### config.mk
export PLATFORM = sky130hd
export DESIGN_NAME = data_memory_responder
export DESIGN_NICKNAME = d
export VERILOG_FILES = /design/src/rtl/data_memory_responder.sv
export SDC_FILE = /design/constraint.sdc
export NUM_CORES = 2
export LEC_CHECK = 0
export CAP_MARGIN = 10
export CORE_UTILIZATION = 60
export DETAILED_ROUTE_END_ITERATION = 8
export GPL_ROUTABILITY_DRIVEN = 0
export PLACE_DENSITY = 0.79
export SLEW_MARGIN = 0
export SYNTH_ARGS = -nofsm -noshare
export SYNTH_HDL_FRONTEND = slang
export SYNTH_SLANG_ARGS = --single-unit
### constraint.sdc
create_clock -name CLK -period 6.66 [get_ports CLK]
set_clock_uncertainty 0.05 [all_clocks]
set_input_delay 1.332 -clock CLK [delete_from_list [all_inputs] [get_ports CLK]]
set_output_delay 1.332 -clock CLK [all_outputs]
set_load 0.02 [all_outputs]
### src/rtl/data_memory_responder.sv
// Word-addressed data memory responder for the datapath load/store port.
// Each access completes after Wait_States extra cycles with a one-cycle Ready pulse.
module data_memory_responder #(
  parameter int Data_Size    = 32,
  parameter int Address_Size = 32,
  parameter int Memory_Depth = 64,
  parameter int Wait_States  = 2
) (
  input  logic                    CLK,
  input  logic                    RST,
  input  logic                    Req,
  input  logic                    Mem_Write,
  input  logic [Address_Size-1:0] Addr,
  input  logic [Data_Size-1:0]    WData,
  output logic [Data_Size-1:0]    RData,
  output logic                    Ready,
  output logic                    Busy,
  output logic                    Addr_Err
);

  localparam int IDX_W = $clog2(Memory_Depth);

  typedef enum logic {
    S_IDLE,
    S_WAIT
  } state_t;

  state_t                  state;
  logic [3:0]              cnt;
  logic [Address_Size-1:0] lat_addr;
  logic [Data_Size-1:0]    lat_wdata;
  logic                    lat_write;
  logic [Data_Size-1:0]    mem [Memory_Depth];

  logic [IDX_W-1:0] idx;
  logic             addr_bad;

  // Upper address bits only feed the range check, so nothing aliases modulo depth.
  assign idx      = lat_addr[IDX_W+1:2];
  assign addr_bad = (lat_addr[1:0] != 2'b00) || (|lat_addr[Address_Size-1:IDX_W+2]);

  always_ff @(posedge CLK) begin
    if (!RST) begin
      state     <= S_IDLE;
      cnt       <= '0;
      lat_addr  <= '0;
      lat_wdata <= '0;
      lat_write <= 1'b0;
      RData     <= '0;
      Ready     <= 1'b0;
      Busy      <= 1'b0;
      Addr_Err  <= 1'b0;
      // NOTE: the array must come up zeroed, so it is built from resettable
      // flops rather than a RAM macro; reset also aborts any in-flight store.
      for (int i = 0; i < Memory_Depth; i++) begin
        mem[i] <= '0;
      end
    end else begin
      Ready    <= 1'b0;
      Addr_Err <= 1'b0;
      case (state)
        S_IDLE: begin
          if (Req) begin
            lat_addr  <= Addr;
            lat_wdata <= WData;
            lat_write <= Mem_Write;
            cnt       <= 4'(Wait_States);
            Busy      <= 1'b1;
            state     <= S_WAIT;
          end
        end
        S_WAIT: begin
          if (cnt != 4'd0) begin
            cnt <= cnt - 4'd1;
          end else begin
            Ready <= 1'b1;
            Busy  <= 1'b0;
            state <= S_IDLE;
            if (addr_bad) begin
              RData    <= '0;
              Addr_Err <= 1'b1;
            end else if (lat_write) begin
              mem[idx] <= lat_wdata;
            end else begin
              RData <= mem[idx];
            end
          end
        end
        default: state <= S_IDLE;
      endcase
    end
  end

endmodule

-- Word level (Yosys, flattened, before mapping)
Memory sizes are Yosys's and may differ from the RTL's. A register that Yosys moved wholly into a read port is not among the register bits.
Index checks and enable logic that the tools add are counted.
- memories kept: 1
- logic and storage cells: 54
- bits in writable memories: 2048
- bits of input ports: 68
- output and inout port bits: 35
- flip-flop bits (word level): 105
- reductions and logical operators: 11
- $add $sub $neg: 1
- multiplexer cells: 25
- equal/unequal tests: 4
- bitwise operators: 3
- memories (memory ; depth ; bits a word ; read ports ; clocked after Yosys merged registers in ; write ports ; RTL line ; source):
    mem ; 64 ; 32 ; 1 ; 1 ; 64 ; 33 ; logic [Data_Size-1:0] mem [Memory_Depth];
- operator list (cell ; count):
    2-to-1 mux 32 bit ; 3
    OR reduction 32 bit ; 1
    OR reduction 24 bit ; 1
    2-to-1 mux 6 bit ; 3
    2-to-1 mux 1 bit ; 14
    2-to-1 mux 4 bit ; 2
    case mux 4 bit (2 select lines) ; 1
    AND reduction 2 bit ; 4
    inequality test 2 x 1 -> 1 bit (second input constant) ; 2
    inequality test 2 bit (second input constant) ; 2
    case mux 1 bit (2 select lines) ; 2
    nonzero test 4 bit ; 1
    subtractor 4 x 1 -> 4 bit (second input constant) ; 1
    inverter 1 bit ; 3
    AND reduction 3 bit ; 1
    OR reduction 3 bit ; 1
    nonzero test 2 bit ; 1
    logical OR 1 bit ; 1

-- Longest topological paths before layout
- depth in word-level cells: 9
- depth in mapped cells: 10
- gate-level depth less buffers: 7

-- Worst setup path after synthesis
OpenSTA, ideal clock, no wires.
- path kind: input -> register
- start: input port RST
- end: memory mem[48][0], enable pin
- data arrival time: 4.807 ns
- required time: 6.144 ns
- buffers on the path: 2
- library setup time: 0.466 ns
- path slack: 1.337 ns
- stages on the path: 6
- cell sequence: inv_2 -> or3_1 -> or4_1 -> buf_4 -> buf_6 -> o21ai_0
- RTL lines (what ; RTL line ; source):
    start, declared ; 10 ; input logic RST,
    end, declared ; 33 ;

==> summary.md <==
| Metric | Value |
|---|---|
| Highest clock rate | 253 MHz |
| Sw frac | 23.7% |
| Initial Utilization | 60.7% |
| Max VDD drop | 0.000270 V |
| First-pass GRT wire length | 399 mm |
| DIE HEIGHT | 406 um |
| Hold endpoint | lat_wdata[21] |
| Actual slew at the worst max-slew pin | 1.28 ns |
| Int Power | 0.0222 W |
| Non-Filler Instances | 8931 |
| Final setup fails | 0 |
| Final Routed Wirelength | 280 mm |
| Crit path capture type | register |
| Row count | 147 |
| Met2 Usage GRT | 50.0% |
| CTS tree | done |
| Drt first-iter violations | 10000 |
| Vias in the first global route | 57400 |
| Commonest non-fill, non-tap cell in the layout | edfxtp_1 |
| Complex-gate fraction of the synthesized area | 3.96% |
| Layout Nets | 6668 |
| Synth Area in Adders | 0.0255% |
| Final Cycle Share | 59.4% |
| Total clock sinks | 2159 |
| Drt first pass iters | 8 |
| Max cap viols | 0 |
| Post-synth top flop | edfxtp_1 |
| # resized after CTS | 0 |
| Via count | 59200 |
| Register bit total from synthesis | 2159 |
| Crit-path slowest cell | buf_4 |
| Sequential fraction of design power | 53.3% |
| Via density | 6.62 |
| Reg2Reg Depth | 7 |
| Post-synth EDFFs | 2048 |
| Clk pwr share | 38.9% |
| Most Crowded Layer GR | met2 |
| Placed insts | 8551 |
| Full die area | 165000 um2 |
| Syn. warnings | 0 |
| Hold crit path type | register to register |
| Post-Syn Area | 98100 um2 |
| Clk slew on worst S/H paths | 0.06 ns |
| Combinational fraction of design power | 7.8% |
| Hold-fix buffers at CTS | 0 |
| Cts bufs inserted | 204 |
| Layout area overhead | 9.55% |
| Worst R2R Setup Slack | 2.70 ns |
| Critical path's largest stage delay | 0.79 ns |
| Setup TNS | 0 ns |
| Slew margin rel. | 13.8% |
| Hold WS | 0.402 ns |
| Commonest cells after routing, fill and taps aside | edfxtp_1 (2048), and2_1 (1795), mux4_2 (331) |
| Arrival time worst endpoint | 4.62 ns |
| Largest net degree at the start of global routing | 153 |
| Hold path start | lat_wdata[21] |
| Pins Over Slew Limit | 0 |
| Crit-path max FO | 42 |
| Later-pin clock latency in the skew report | 0.85 ns |
| Clock root buffer | clkbuf_16 |
| Final Hold Violating Endpoints | 0 |
| Average wire per standard cell | 31.3 um |
| Mux contribution to synthesized area | 11.9% |
| Remaining antenna violation count | 0 |
| Chip width | 406 um |
| Simple logic cell fraction of the synthesized area | 16.0% |
| Pwr/cell area | 270 nW/um2 |
| Status | finished clean |
| Largest area contributor in the netlist | edfxtp_1 |
| LEAKAGE | 38.5 nW |
| Core Region | 161000 um2 |
| CP Class | register to register |
| Port bufs | 102 |
| H-tree Lvls | 4 |
| Ports | 103 |
| Req. time, crit path | 7.32 ns |
| Global-route usage over all layers | 34.0% |
| Post-route DRC | 0 |
| Post-CTS Repair Setup Buffers | 0 |
| Grt total ovfl | 0 |
| Main combinational cell family by area after synthesis | simple AND/OR/NAND/NOR gates |
| Initial antenna violation count | 23 |
| Yosys cell types | 60 |
| Seq/Total Area, Yosys | 65.0% |
| R2R Path End | RData[4] |
| Fin crit period | 3.96 ns |
| Met1 usage | 45.8% |
| Mean Syn Cell Area | 14.4 um2 |
| Post-Synth XOR/XNOR Area | 0.00893% |
| RSZ-0062 raised after global routing | false |
| Critical path cell sequence | buf_4 > buf_4 > mux4_2 > a22oi_1 > nand3_1 > o2111ai_1 > o21ai_0 |
| Critical Path Most Common Cell | buf_4 |
| WHS Path Cells | 2 |
| Async SR Flop Fraction | 0% |
| Placed wire-length estimate | 168 mm |
| CP startpoint kind | register |
| Post-Syn Instances | 6818 |
| Synth top area cells | edfxtp_1 (63%), and2_1 (11%), mux4_2 (7.6%) |
| Syn nets | 6888 |
| Top cell type's share of synthesized area | 62.7% |
| Share of cells above drive strength 1 | 18.6% |
| Sw power | 0.00687 W |
| Met3 Usage GRT | 11.3% |
| Max clock buf depth | 3 |
==> Yosys cell counts (5+ instances only) <==
library cell	n
edfxtp_1	2048
and2_1	1795
clkbuf_1	509
mux4_2	331
mux2_2	281
and3_1	261
nand2_1	212
o21ai_0	188
nor2_1	115
dfxtp_1	111
mux2i_1	100
o22ai_1	82
clkbuf_2	80
a21oi_1	73
nor2b_1	67
nand3_1	63
buf_2	62
o31ai_1	59
a211oi_1	55
a22oi_1	41
buf_1	29
o2111ai_1	27
a221oi_1	26
buf_4	26
o22a_1	26
nor2_2	23
nor2_4	15
nor3_1	14
buf_6	13
nand2b_1	10
nand4_1	8
nor4_2	6
a311oi_1	5
a41o_1	5
o221ai_1	5
o311ai_0	5
or3_1	5
or4_1	5
==> worst max-delay path, delay by kind of cell (launching register included) <==
family	cells	cell delay, ns
compound gates	3	0.64
simple gates	1	0.21
buf+inv	2	1.53
mux	1	0.60
flops	1	0.69
==> power groups by stage <==
stage | Sequential, W | Combinational (W) | Clock [W]
2_1_floorplan | 0.0157 | 0.00127 | 0
3_3_place_gp | 0.0157 | 0.00215 | 0
4_1_cts | 0.0155 | 0.00219 | 0.0113
5_1_grt | 0.0155 | 0.00230 | 0.0117
3_5_place_dp | 0.0158 | 0.00218 | 0
6_report | 0.0155 | 0.00225 | 0.0113
==> worst max-delay path by stage <==
stage	start	end	slack (ns)	cells past startpoint
2_1_floorplan	RST	mem[48][0]	1.34	6
3_3_place_gp	RST	mem[36][27]	2.06	7
3_5_place_dp	RST	mem[36][5]	2.00	7
4_1_cts	register	RData[22]	2.65	7
5_1_grt	register	RData[6]	2.49	7
6_report	register	RData[4]	2.70	7
==> layout make-up <==
cell class | count | area (um2)
flip-flops and latches | 2159 | 63800
fillers | 10700 | 54100
multi-input cells | 3936 | 32000
repair buffers | 293 | 2560
well taps | 2160 | 2700
clock buffers | 262 | 5460
clock inverters | 111 | 888
inverters | 4 | 15.0
diodes | 6 | 15.0
==> cell families (layout without fill, tap and decap cells) <==
family	Yosys count	after routing
other	0	6
muxes	712	712
DFF	2159	2159
adders and majority gates	2	2
and+or+nand+nor	2620	2620
xor gates and xnor gates	1	1
buffers and inverters	723	670
AOI/OAI and AO/OA	601	601
==> sequential cells by signal, indices dropped and copies added, names as in the netlist, 4 cells and up, named ones only <==
signal	cells
RData	32
lat_addr	32
lat_wdata	32
cnt	4
mem	2048
==> through the flow <==
step	total power (W)	worst slack, ns	instance area, um2	util, %
2_1_floorplan	0.0169	1.34	98100	-
3_3_place_gp	0.0179	2.06	101000	62.6
3_5_place_dp	0.0179	2.00	101000	62.6
4_1_cts	0.0289	2.65	107000	66.5
5_1_grt	0.0295	2.49	107000	66.5
6_report	0.0290	2.70	107000	66.5
==> metal layers <==
metal,share of wire [%],routed length [um],vias up
met5,0.024,66,-
met2,44,125000,4079
li1,-,-,24500
met3,15,41700,631
met4,5.3,14800,10
met1,35,98800,29900
(Power assumes the default switching activity.)
